--- config.mk ---
export PLATFORM = sky130hd
export DESIGN_NAME = rhs_burst_accumulator
export DESIGN_NICKNAME = d
export VERILOG_FILES = /design/src/rtl/rhs_burst_pkg.sv /design/src/rtl/rhs_op_unit.sv /design/src/rtl/rhs_burst_accumulator.sv
export SDC_FILE = /design/constraint.sdc
export NUM_CORES = 1
export LEC_CHECK = 0
export CAP_MARGIN = 20
export CORE_MARGIN = 2
export CORE_UTILIZATION = 52
export CTS_BUF_LIST = sky130_fd_sc_hd__clkbuf_4 sky130_fd_sc_hd__clkbuf_8 sky130_fd_sc_hd__clkbuf_16
export DETAILED_ROUTE_END_ITERATION = 7
export GPL_ROUTABILITY_DRIVEN = 0
export GPL_TIMING_DRIVEN = 0
export PLACE_DENSITY = 0.81
export SETUP_SLACK_MARGIN = 0.02
export SYNTH_ARGS = -nofsm -noshare
export SYNTH_HDL_FRONTEND = slang
export SYNTH_SLANG_ARGS = --single-unit
--- constraint.sdc ---
create_clock -name clk -period 3 [get_ports clk]
set_input_delay 0.45 -clock clk [delete_from_list [all_inputs] [get_ports clk]]
set_output_delay 0.45 -clock clk [all_outputs]
set_load 0.005 [all_outputs]
--- src/rtl/rhs_burst_pkg.sv ---
// Shared types for the RHS burst accumulator slice.
//   rhs_op_e      : per-beat RHS operation selector (2 bits)
//   burst_state_e : burst control FSM states
package rhs_burst_pkg;

  localparam int unsigned OP_W = 2;

  typedef enum logic [OP_W-1:0] {
    OP_ADD  = 2'd0,
    OP_MIX  = 2'd1,
    OP_FLAG = 2'd2,
    OP_MUX  = 2'd3
  } rhs_op_e;

  typedef enum logic [1:0] {
    ST_IDLE  = 2'd0,
    ST_ACCUM = 2'd1,
    ST_EMIT  = 2'd2
  } burst_state_e;

endpackage

--- src/rtl/rhs_op_unit.sv ---
// Combinational RHS evaluator for one operand beat.
//   in_a, in_b, in_c : DATA_W operands (in_c only used by OP_MIX)
//   in_sel           : mux select / flag qualifier
//   in_op            : operation select
//   res              : DATA_W result, wraps mod 2^DATA_W
//   eq               : in_a == in_b, independent of the selected op
module rhs_op_unit
  import rhs_burst_pkg::*;
#(
  parameter int unsigned DATA_W = 8
) (
  input  logic [DATA_W-1:0] in_a,
  input  logic [DATA_W-1:0] in_b,
  input  logic [DATA_W-1:0] in_c,
  input  logic              in_sel,
  input  rhs_op_e           in_op,
  output logic [DATA_W-1:0] res,
  output logic              eq
);

  always_comb begin
    eq  = (in_a == in_b);
    res = '0;
    unique case (in_op)
      OP_ADD:  res = in_a + in_b;
      OP_MIX:  res = (in_a - in_b) ^ ~in_c;
      OP_FLAG: res[0] = eq & in_sel;
      OP_MUX:  res = in_sel ? in_a : in_b;
      default: res = '0;
    endcase
  end

endmodule

--- src/rtl/rhs_burst_accumulator.sv ---
// Accumulates BURST_LEN evaluated RHS beats into a wide sum and presents the
// burst total on a valid/ready output.
//   clk, rst_n          : clock, asynchronous active-low reset
//   in_valid / in_ready : input beat handshake (in_ready decoded from state)
//   in_a, in_b, in_c    : operands; in_sel select/qualifier; in_op operation
//   out_valid/out_ready : burst result handshake
//   out_acc             : sum of per-beat results, mod 2^ACC_W
//   out_flag            : OR over the burst of (in_a == in_b)
//   out_beats           : beats accepted in the current burst
module rhs_burst_accumulator
  import rhs_burst_pkg::*;
#(
  parameter  int unsigned DATA_W    = 8,
  parameter  int unsigned ACC_W     = 16,
  parameter  int unsigned BURST_LEN = 4,
  localparam int unsigned CNT_W     = $clog2(BURST_LEN + 1)
) (
  input  logic              clk,
  input  logic              rst_n,
  input  logic              in_valid,
  output logic              in_ready,
  input  logic [DATA_W-1:0] in_a,
  input  logic [DATA_W-1:0] in_b,
  input  logic [DATA_W-1:0] in_c,
  input  logic              in_sel,
  input  logic [1:0]        in_op,
  output logic              out_valid,
  input  logic              out_ready,
  output logic [ACC_W-1:0]  out_acc,
  output logic              out_flag,
  output logic [CNT_W-1:0]  out_beats
);

  burst_state_e        state;
  logic [DATA_W-1:0]   beat_res;
  logic                beat_eq;
  logic                beat_accept;
  logic [ACC_W-1:0]    beat_ext;
  logic [CNT_W-1:0]    count_next;
  logic                burst_done;

  rhs_op_unit #(.DATA_W(DATA_W)) u_op (
    .in_a   (in_a),
    .in_b   (in_b),
    .in_c   (in_c),
    .in_sel (in_sel),
    .in_op  (rhs_op_e'(in_op)),
    .res    (beat_res),
    .eq     (beat_eq)
  );

  // in_ready is gated by rst_n so it reads 0 for the whole reset interval,
  // not just once the state register has settled.
  assign in_ready    = rst_n && (state != ST_EMIT);
  assign beat_accept = in_valid && in_ready;
  assign beat_ext    = ACC_W'(beat_res);
  assign count_next  = out_beats + CNT_W'(1);
  assign burst_done  = (count_next == CNT_W'(BURST_LEN));

  always_ff @(posedge clk or negedge rst_n) begin
    if (!rst_n) begin
      state     <= ST_IDLE;
      out_acc   <= '0;
      out_flag  <= 1'b0;
      out_beats <= '0;
      out_valid <= 1'b0;
    end else begin
      unique case (state)
        ST_IDLE: begin
          if (beat_accept) begin
            out_acc   <= beat_ext;
            out_flag  <= beat_eq;
            out_beats <= CNT_W'(1);
            if (BURST_LEN == 1) begin
              state     <= ST_EMIT;
              out_valid <= 1'b1;
            end else begin
              state <= ST_ACCUM;
            end
          end
        end
        ST_ACCUM: begin
          if (beat_accept) begin
            out_acc   <= out_acc + beat_ext;
            out_flag  <= out_flag | beat_eq;
            out_beats <= count_next;
            if (burst_done) begin
              state     <= ST_EMIT;
              out_valid <= 1'b1;
            end
          end
        end
        ST_EMIT: begin
          if (out_ready) begin
            state     <= ST_IDLE;
            out_acc   <= '0;
            out_flag  <= 1'b0;
            out_beats <= '0;
            out_valid <= 1'b0;
          end
        end
        default: begin
          state     <= ST_IDLE;
          out_acc   <= '0;
          out_flag  <= 1'b0;
          out_beats <= '0;
          out_valid <= 1'b0;
        end
      endcase
    end
  end

endmodule
* After elaboration in Yosys (flattened, before gate mapping) *
Cells that the tools add are included.

operators by class
  add/sub/neg operators = 4
  eq/ne operators = 12
  mux-type cells = 23
  bitwise operators = 5
  reduce and logical (&&, ||, !) cells = 7

operator list
  kind                   count
  $mux W16               3
  $pmux W16 S3           1
  $pmux W7 S3            1
  $add A16 B8 Y16        1
  $ne A2 B2 Y1 const B   5
  $mux W3                3
  $pmux W3 S3            1
  $add A8 B8 Y8          1
  $eq A8 B8 Y1           1
  $mux W2                4
  $mux W8                1
  $not A8 Y8             1
  $reduce_and A4 Y1      2
  $sub A8 B8 Y8          1
  $xor A8 B8 Y8          1
  $eq A2 B2 Y1 const B   3
  $pmux W1 S3            2
  $pmux W2 S3            1
  $mux W1                5
  $eq A2 B1 Y1 const B   2
  $logic_not A2 Y1       2
  $pmux W1 S4            1
  $add A3 B1 Y3 const B  1
  $eq A3 B3 Y1 const B   1
  other kinds (5)        6

storage, ports and cells
  register bits = 23
  input port bits = 31
  output and inout bits = 22

* Logic depth before layout (Yosys ltp) *
Gate-level depths: netlist of run 1.

  depth after elaboration = 6
  mapped depth = 16

* Hierarchy *
From an unflattened synthesis of run 1, not the netlist that was laid out.

second synthesis, totals
  cells, all modules = 309
  area, all modules = 2605.0 um2

by module, submodules not included
  module                 instances  cells an instance  area an instance (um2)  seq. area each (um2)
  rhs_burst_accumulator  1          172                1591.5                  575.6
  rhs_op_unit            1          137                1013.5                  0.0

* Worst setup path after synthesis of run 1 *
OpenSTA, ideal clock, no wires.

  path kind = input port to flip-flop
  start = in in_b[3]
  end = reg out_acc[12]
  library setup time = 69 ps
  arrival = 3287 ps
  data required time = 2931 ps
  slack = -356 ps
  stages = 16
  buffers on the path = 1
  cell sequence = inv_1 ha_1 buf_2 nand3_1 nor3_1 a221oi_1 a21oi_1 ha_1 inv_1 fa_1 and2b_1 o31a_2 o21ai_2 o2bb2ai_2 or4_1 nand3_1

on the way
  cells in the longest elaborated chain, start to end = 6
  elaborated cells on any way between the ends = 11

RTL lines
  item                                            line                                  text
  from (decl)                                     rhs_burst_accumulator.sv:23           input logic [DATA_W-1:0] in_b,
  $sub A8 B8 Y8 or $eq A8 B8 Y1 (tied branches)   rhs_op_unit.sv:26, rhs_op_unit.sv:22
  $xor A8 B8 Y8 or $and A1 B1 Y1 (tied branches)  rhs_op_unit.sv:26, rhs_op_unit.sv:27
  $pmux W7 S3 or $pmux W1 S4 (tied branches)      rhs_op_unit.sv:24                     unique case (in_op)
  $add A16 B8 Y16 *                               rhs_burst_accumulator.sv:84           out_acc <= out_acc + beat_ext;
  $mux W16 *                                      rhs_burst_accumulator.sv:83           if (beat_accept) begin
  $pmux W16 S3 *                                  rhs_burst_accumulator.sv:68           unique case (state)
  to (signal assigned)                            rhs_burst_accumulator.sv:71           out_acc <= beat_ext;
  to (signal assigned)                            rhs_burst_accumulator.sv:84
  to (decl)                                       rhs_burst_accumulator.sv:29           output logic [ACC_W-1:0] out_acc,

Mark *: on every way between the ends. The rest lies on a longest branch, timed or not. The select of a mux whose other input is x is not followed.
A chain may end at the register's enable or synchronous reset.

* Worst setup path after layout of run 1 *
  start = in in_a[0]
  end = reg out_acc[14]

on the way
  cells in the longest elaborated chain, start to end = 6
  elaborated cells on any way between the ends = 11

RTL lines
  item                                            line                                  text
  from (decl)                                     rhs_burst_accumulator.sv:22           input logic [DATA_W-1:0] in_a,
  $sub A8 B8 Y8 or $eq A8 B8 Y1 (tied branches)   rhs_op_unit.sv:26, rhs_op_unit.sv:22
  $xor A8 B8 Y8 or $and A1 B1 Y1 (tied branches)  rhs_op_unit.sv:26, rhs_op_unit.sv:27
  $pmux W1 S4 or $pmux W7 S3 (tied branches)      rhs_op_unit.sv:24
  $add A16 B8 Y16 *                               rhs_burst_accumulator.sv:84
  $mux W16 *                                      rhs_burst_accumulator.sv:83
  $pmux W16 S3 *                                  rhs_burst_accumulator.sv:68

Marked as above.

==> results of run 1 <==
==> flip-flops by register name (all words and copies together), names as in the netlist <==
register   cells
out_acc       16
out_beats      3
out_flag       1
out_valid      1
state          2
==> placed cells by master, fill, tap and decap left out, drive strengths merged, types with 12 or more instances in the layout <==
master and count:
clkdlybuf4s50 33, ha 24, nand2 34, xnor2 12, inv 22, dfrtp 23
nand3 12, buf 54, a21oi 15, o21ai 23, nor3 12
==> cell families (layout without fill, tap and decap cells) <==
group	count (synthesis)	after routing	share of synthesized area (%)
flops	23	23	22.7
mux	6	6	2.46
xor+xnor	17	17	5.86
simple gates	107	107	21.9
compound gates	98	98	26.9
fa+ha+maj	27	27	14.2
buf+inv	35	120	5.96
==> metrics by stage <==
step / area, µm² / TNS [ns]
3_5_place_dp: 3260 / -13.12
3_3_place_gp: 3230 / -11.78
2_1_floorplan: 2650 / -0.504
6_report: 3790 / -1.68
5_1_grt: 3790 / -3.05
4_1_cts: 3600 / -0.395
==> layer usage <==
| layer | wire [µm] | up-vias | GRT usage, % |
|---|---|---|---|
| met5 | 0 | - | 0 |
| met4 | 308 | 0 | 16.2 |
| met3 | 418 | 26 | 2.47 |
| met2 | 3880 | 127 | 50.0 |
| met1 | 3070 | 1295 | 33.4 |
| li1 | - | 1315 | - |
==> report_power, final <==
group / switching, mW / internal, mW
Clock: 0.110 / 0.0930
Combinational: 0.781 / 0.901
Sequential: 0.142 / 0.427
==> Yosys cell counts (3+ instances only) <==
library cell and n:
sky130_fd_sc_hd__or4_1 3, sky130_fd_sc_hd__a31oi_1 4, sky130_fd_sc_hd__or3_1 3, sky130_fd_sc_hd__a211oi_1 4, sky130_fd_sc_hd__buf_2 7, sky130_fd_sc_hd__o21bai_1 5, sky130_fd_sc_hd__inv_1 22, sky130_fd_sc_hd__dfrtp_1 23
sky130_fd_sc_hd__nor4_1 3, sky130_fd_sc_hd__xor2_1 5, sky130_fd_sc_hd__a21o_1 5, sky130_fd_sc_hd__o21ai_0 19, sky130_fd_sc_hd__nand3_1 12, sky130_fd_sc_hd__fa_1 3, sky130_fd_sc_hd__mux2i_1 4, sky130_fd_sc_hd__clkbuf_1 4
sky130_fd_sc_hd__a21oi_1 13, sky130_fd_sc_hd__nor2b_1 8, sky130_fd_sc_hd__o21a_1 5, sky130_fd_sc_hd__and3_1 4, sky130_fd_sc_hd__ha_1 24, sky130_fd_sc_hd__xnor2_1 12, sky130_fd_sc_hd__nand2b_1 3, sky130_fd_sc_hd__nand2_1 34
sky130_fd_sc_hd__nor2_1 10, sky130_fd_sc_hd__nand3b_1 3, sky130_fd_sc_hd__nor3_1 11, sky130_fd_sc_hd__or2_2 3, sky130_fd_sc_hd__o31ai_1 4, sky130_fd_sc_hd__o211ai_1 10
==> area by class of cell <==
| type | instances | area, µm² |
|---|---|---|
| multi-input combinational | 255 | 2170 |
| fill | 321 | 935 |
| timing repair buffer | 82 | 746 |
| sequential | 23 | 576 |
| inverter | 22 | 97.6 |
| tap | 67 | 83.8 |
| buffer | 12 | 73.8 |
| clock buffer | 3 | 41.3 |
| clock inverter | 1 | 5.00 |
==> path summary, 6_finish.rpt <==
kind / start / to
max: in_a[0] / out_acc[14]$_DFFE_PN0P_
min: rst_n / out_acc[1]$_DFFE_PN0P_
max reg2reg: out_acc[1]$_DFFE_PN0P_ / out_acc[14]$_DFFE_PN0P_
min reg2reg: out_beats[1]$_DFFE_PN0P_ / out_beats[1]$_DFFE_PN0P_
max in group asynchronous: rst_n / out_acc[3]$_DFFE_PN0P_
min in group clk: out_beats[1]$_DFFE_PN0P_ / out_beats[1]$_DFFE_PN0P_
==> what timing repair did <==
item | in CTS | in global routing
setup buffers | 23 | 8
endpoints found under the setup margin | 15 | 12
pin swaps | 41 | 31
gates resized for setup | 100 | 31
==> impl_metrics.env, run 1 <==
export IMPL_place_inst=431
export IMPL_detailedPlacementHpwl_um=5130
export IMPL_synth_seq_cells=23
export IMPL_via_density_per_instance=5.94
export IMPL_final_min_period_over_clock_period_pct=107
export IMPL_synth_top_cell_area_share_pct=22.7
export IMPL_violations="negative setup slack"
export IMPL_crit_buf_inv=3
export IMPL_clk_pin_slew_worst_paths_ns=0.09
export IMPL_clock_tree_htree_level_count=1
export IMPL_synth_cell_types=60
export IMPL_antennaDiodeCount=0
export IMPL_critPathLaunchType="input pin"
export IMPL_power_total_mw=2.45
export IMPL_path_cells="buf_12 > ha_4 > fa_2 > nor3b_4 > nor3_2 > buf_4 > xor2_1 > a22o_1 > ha_4 > o21a_1 > o31a_2 > o21ai_2 > o2bb2ai_4 > buf_6 > or3_4 > a21boi_2"
export IMPL_setup_worst_path_end_class="register"
export IMPL_dp_slack_ns=-1.14
export IMPL_grt_pass1_wl_um=12200
export IMPL_dr_total_vias=2763
export IMPL_postRouteWirelength_um=7680
export IMPL_postSynthAreaPerCell_um2=8.11
export IMPL_grtUsageTotal_pct=28.4
export IMPL_worst_setup_path_type="in2reg"
export IMPL_dr_pass1_iters=4
export IMPL_start_util_pct=53.7
export IMPL_power_static_leakage_nw=1.60
export IMPL_crit_path_frequent_cell="sky130_fd_sc_hd__ha_4"
export IMPL_fin_crit_ns=3.20
export IMPL_critical_path_top_delay_family="compound AO/OA/AOI/OAI gates"
export IMPL_timing_final_setup_violations=12
export IMPL_coreArea_um2=4720
export IMPL_worstPathRequired_ns=3.21
export IMPL_cp_slowest_cell="sky130_fd_sc_hd__fa_2"
export IMPL_drt_initial_drc_count=216
export IMPL_regToRegSetupSlack_ns=0.74
export IMPL_clock_tree_from_tritoncts="done"
export IMPL_clock_latency_on_the_worst_skew_pair_ns=0.27
export IMPL_final_cell_count_no_fill=465
export IMPL_predominant_post_synthesis_flop_cell="sky130_fd_sc_hd__dfrtp_1"
export IMPL_die_width_um=73.9
export IMPL_cts_hold_fix_buffers=0
export IMPL_number_of_instances_in_the_synthesized_netlist=313
export IMPL_final_core_util_pct=80.2
export IMPL_ys_seq_area_share_pct=22.7
export IMPL_timing_final_ws_setup_ns=-0.203
export IMPL_io_buffer_count=50
export IMPL_drive_above_1_share_pct=31.9
export IMPL_timing_slew_headroom_pct=60.8
export IMPL_rsz_0062_raised_after_global_routing="true"
export IMPL_fp_dieH_um=73.9
export IMPL_worstHoldPathType="in2async"
export IMPL_fp_dieArea_um2=5460
export IMPL_power_density_cell_area_nw_per_um2=648
export IMPL_layout_nets=457
export IMPL_crit_path_max_cell_delay_ns=0.37
export IMPL_yosys_area_top_type="sky130_fd_sc_hd__dfrtp_1"
export IMPL_synthArstFlopShare_pct=100
export IMPL_post_route_hold_slack_ns=0.458
export IMPL_tritoncts_num_buffers=3
export IMPL_drt_drc_violations_left=0
export IMPL_synth_top_area_cells="sky130_fd_sc_hd__dfrtp_1 (23%), sky130_fd_sc_hd__ha_1 (12%), sky130_fd_sc_hd__nand2_1 (5.0%)"
export IMPL_fp_row_count=25
export IMPL_clock_root_buffer="sky130_fd_sc_hd__clkbuf_8"
export IMPL_pin_count=53
export IMPL_timing_critical_path_fanout_max=4
export IMPL_first_global_vias=2700
export IMPL_timing_max_cap_violations=0
export IMPL_globalRoute_totalOverflow=0
export IMPL_number_of_enable_flip_flop_cells_after_synthesis=0
export IMPL_maxSlewViolCount=0
export IMPL_vdd_ir_drop_worst_mv=0.270
export IMPL_finalHoldViolations=0
export IMPL_maximum_number_of_pins_on_one_net_before_global_route_repair=22
export IMPL_antenna_violating_nets_post_route=0
export IMPL_run_status="complete, but fails checks"
export IMPL_worst_slew_pin_transition_ns=0.583
export IMPL_signal_arrival_time_at_the_worst_endpoint_ns=3.41
export IMPL_worstSetupPathDepth=16
export IMPL_synth_cell_area_um2=2540
export IMPL_synth_warnings=0
export IMPL_maximum_clock_frequency_mhz=312
export IMPL_initial_antenna_violation_count=0
export IMPL_rr_worst_depth=9
export IMPL_clock_sinks=23
export IMPL_areaGrowthSynthToFinish_pct=49.2
export IMPL_drt_wirelength_per_cell_um=16.5
export IMPL_mapped_nets=371
export IMPL_clock_path_buffers=2
export IMPL_worst_clock_skew_ns=0.00223
Power figures use the tool's default switching activity.
==> run 2: changes to the inputs <==
ABC_AREA = 1   (was not set)
CORE_UTILIZATION = 53   (was 52)
==> run 2 against run 1 <==
Against the previous run:
- the run now ends clean
- combinational power fell by 14%
- synthesized area rose by 8.6%
- power fell by 10%
- sequential power fell by 3.9%
- non-clock buffer count fell by 18
- largest cell class unchanged
- highest routed layer unchanged
==> impl_metrics.env, run 2 <==
export IMPL_synth_top_cell_area_share_pct=20.9
export IMPL_antenna_violating_nets_post_route=0
export IMPL_rsz_0062_raised_after_global_routing="false"
export IMPL_worst_r2r_startpoint="out_acc[0]$_DFFE_PN0P_"
export IMPL_timing_setup_tns_ns=0
export IMPL_worst_clock_skew_ns=0.00167
export IMPL_yosys_cell_count_top_type="sky130_fd_sc_hd__nand2_1"
export IMPL_signal_arrival_time_at_the_worst_endpoint_ns=3.03
export IMPL_clock_root_buffer="sky130_fd_sc_hd__clkbuf_8"
export IMPL_worst_setup_path_type="in2reg"
export IMPL_drive_above_1_share_pct=23.6
export IMPL_maximum_number_of_pins_on_one_net_before_global_route_repair=16
export IMPL_globalRoute_totalOverflow=0
export IMPL_synth_seq_cells=23
export IMPL_cts_hold_fix_buffers=0
export IMPL_rr_worst_depth=11
export IMPL_crit_reg2reg_capture="out_acc[6]$_DFFE_PN0P_"
export IMPL_detailedPlacementHpwl_um=5520
export IMPL_largest_registers="out_acc x16, out_beats x3, state x2"
export IMPL_clk_pin_slew_worst_paths_ns=0.09
export IMPL_number_of_enable_flip_flop_cells_after_synthesis=0
export IMPL_filler_cell_count=398
export IMPL_clock_sinks=23
export IMPL_timing_max_cap_violations=0
export IMPL_postSynthAreaPerCell_um2=6.52
export IMPL_crit_path_frequent_cell="sky130_fd_sc_hd__inv_1"
export IMPL_layout_commonest_cell="sky130_fd_sc_hd__nand2_1"
export IMPL_path_cells="dlygate4sd2_1 > ha_4 > nand2_2 > nor2_4 > nand3_2 > o21ai_2 > inv_2 > nor2_4 > ha_4 > inv_1 > fa_2 > buf_4 > inv_1 > nand4_1 > nand3_1 > nand3_1 > nand2_1 > inv_1 > a21oi_1"
export IMPL_layout_nets=555
export IMPL_coreArea_um2=5070
export IMPL_synth_warnings=0
export IMPL_synth_cells_most_frequent="sky130_fd_sc_hd__nand2_1 (108), sky130_fd_sc_hd__inv_1 (67), sky130_fd_sc_hd__nand3_1 (33), sky130_fd_sc_hd__nor2_1 (33), sky130_fd_sc_hd__a21oi_1 (31)"
export IMPL_postRouteWirelength_um=8010
export IMPL_mapped_nets=481
export IMPL_die_width_um=76.1
export IMPL_max_flop_register="out_acc"
export IMPL_power_total_mw=2.21
export IMPL_timing_slew_headroom_pct=53.0
export IMPL_timing_final_setup_violations=0
export IMPL_drt_initial_drc_count=208
export IMPL_grtUsageTotal_pct=26.5
export IMPL_clock_path_buffers=2
export IMPL_crit_path_max_cell_delay_ns=0.34
export IMPL_synthArstFlopShare_pct=100
export IMPL_final_core_util_pct=75.1
export IMPL_power_static_leakage_nw=1.91
export IMPL_fp_dieH_um=76.1
export IMPL_number_of_flip_flops_under_the_largest_register_name=16
export IMPL_synth_cell_area_um2=2760
export IMPL_grt_pass1_wl_um=12700
export IMPL_power_density_cell_area_nw_per_um2=580
export IMPL_start_util_pct=54.3
export IMPL_pin_count=53
export IMPL_timing_hold_worst_endpoint="out_valid$_DFFE_PN0P_"
export IMPL_synth_cell_types=39
export IMPL_final_min_period_over_clock_period_pct=94.3
export IMPL_clock_latency_on_the_worst_skew_pair_ns=0.27
export IMPL_antennaDiodeCount=0
export IMPL_clock_tree_from_tritoncts="done"
export IMPL_initial_antenna_violation_count=0
export IMPL_via_density_per_instance=5.52
export IMPL_tritoncts_num_buffers=3
export IMPL_synth_top_area_cells="sky130_fd_sc_hd__dfrtp_1 (21%), sky130_fd_sc_hd__nand2_1 (15%), sky130_fd_sc_hd__ha_1 (11%)"
export IMPL_final_cell_mix="sky130_fd_sc_hd__nand2_1 (102), sky130_fd_sc_hd__inv_1 (59), sky130_fd_sc_hd__clkdlybuf4s50_1 (35)"
export IMPL_worstPathRequired_ns=3.20
export IMPL_setup_worst_path_end_class="register"
export IMPL_run_status="finished, final reports clean"
export IMPL_critPathLaunchType="input pin"
export IMPL_fp_dieArea_um2=5800
export IMPL_clock_tree_htree_level_count=1
export IMPL_worst_slew_pin_transition_ns=0.703
export IMPL_areaGrowthSynthToFinish_pct=38.2
export IMPL_finalHoldViolations=0
export IMPL_yosys_area_top_type="sky130_fd_sc_hd__dfrtp_1"
export IMPL_place_inst=546
export IMPL_io_buffer_count=52
export IMPL_maxSlewViolCount=0
export IMPL_worstHoldPathType="reg2reg"
export IMPL_drt_wirelength_per_cell_um=14.1
export IMPL_first_global_vias=2794
export IMPL_fin_crit_ns=2.83
export IMPL_regToRegSetupSlack_ns=1.11
export IMPL_predominant_post_synthesis_flop_cell="sky130_fd_sc_hd__dfrtp_1"
export IMPL_vdd_ir_drop_worst_mv=0.485
export IMPL_final_cell_count_no_fill=566
export IMPL_timing_critical_path_fanout_max=4
export IMPL_fp_row_count=26
export IMPL_drt_drc_violations_left=0
export IMPL_maximum_clock_frequency_mhz=353
export IMPL_dr_total_vias=3125
export IMPL_dr_pass1_iters=5
export IMPL_cp_slowest_cell="sky130_fd_sc_hd__fa_2"
export IMPL_post_route_hold_slack_ns=0.515
export IMPL_ys_seq_area_share_pct=20.9
export IMPL_number_of_instances_in_the_synthesized_netlist=423
export IMPL_hold_path_startpoint="out_valid$_DFFE_PN0P_"
export IMPL_hold_depth=2
-- run 2: cell count changes after synthesis, sizes merged, moves of 9 or more --
cell | previous run | this run
a21oi | 15 | 35
inv | 22 | 74
nand2 | 34 | 116
nand3 | 12 | 39
nor2 | 11 | 39
nor2b | 9 | 0
nor3 | 12 | 3
o21ai | 23 | 32
xnor2 | 12 | 3
-- run 2: logic make-up after synthesis --
family | share of synthesized area (%)
flops | 20.9
buf+inv | 12.0
fa+ha+maj | 13.1
xor+xnor | 1.91
simple gates | 36.8
compound gates | 15.4
-- run 2: area by class of cell --
type                            count  area [µm²]  share of cell area, %
Tap cell                           70        87.6                   2.30
Inverter                           74         280                   7.35
Multi-Input combinational cell    319        2130                   55.8
Sequential cell                    23         576                   15.1
Clock buffer                        4        48.8                   1.28
Timing Repair Buffer               69         628                   16.5
Buffer                              7        65.1                   1.71
-- run 2: metal layers --
layer | track usage [%] | vias up | wire (µm)
met2 | 44.3 | 142 | 3910
met5 | 0 | - | 0
met4 | 5.45 | 0 | 114
met1 | 36.8 | 1447 | 3380
met3 | 3.67 | 23 | 594
li1 | - | 1513 | -
-- run 2: worst max path at each step --
stage             from                      end  slack [ns]  depth (start not counted)
4_1_cts         in_sel  out_acc[12]$_DFFE_PN0P_        0.03                         20
3_3_place_gp   in_b[1]  out_acc[12]$_DFFE_PN0P_       -0.75                         22
5_1_grt        in_b[1]   out_acc[6]$_DFFE_PN0P_       0.007                         20
2_1_floorplan  in_b[5]  out_acc[12]$_DFFE_PN0P_        0.11                         22
3_5_place_dp   in_b[5]  out_acc[12]$_DFFE_PN0P_       -0.84                         23
6_report       in_a[2]   out_acc[6]$_DFFE_PN0P_        0.17                         19
-- run 2: worst max-delay path, delay by kind of cell --
kind            cells  cell delay (ns)
compound gates      2             0.28
fa+ha+maj           3             0.79
buf+inv             6             0.64
simple gates        8             0.84
-- run 2: metrics by stage --
step / instance area, µm² / setup slack, ns
after floorplan: 2760 / 0.110
after global placement: 3370 / -0.751
after detailed placement: 3390 / -0.837
after CTS: 3710 / 0.0296
after global routing: 3810 / 0.00691
final: 3810 / 0.170
-- run 2: timing repair --
| action | CTS | global route |
|---|---|---|
| resized for setup | 52 | 45 |
| setup buffers | 13 | 3 |
| setup endpoints to repair | 13 | 12 |
| pin swaps | 18 | 24 |
-- run 2: report_power, final --
part           switching, mW  total, mW  internal (mW)
Combinational          0.771       1.45          0.678
Sequential             0.134      0.547          0.413
Clock                  0.109      0.213          0.104
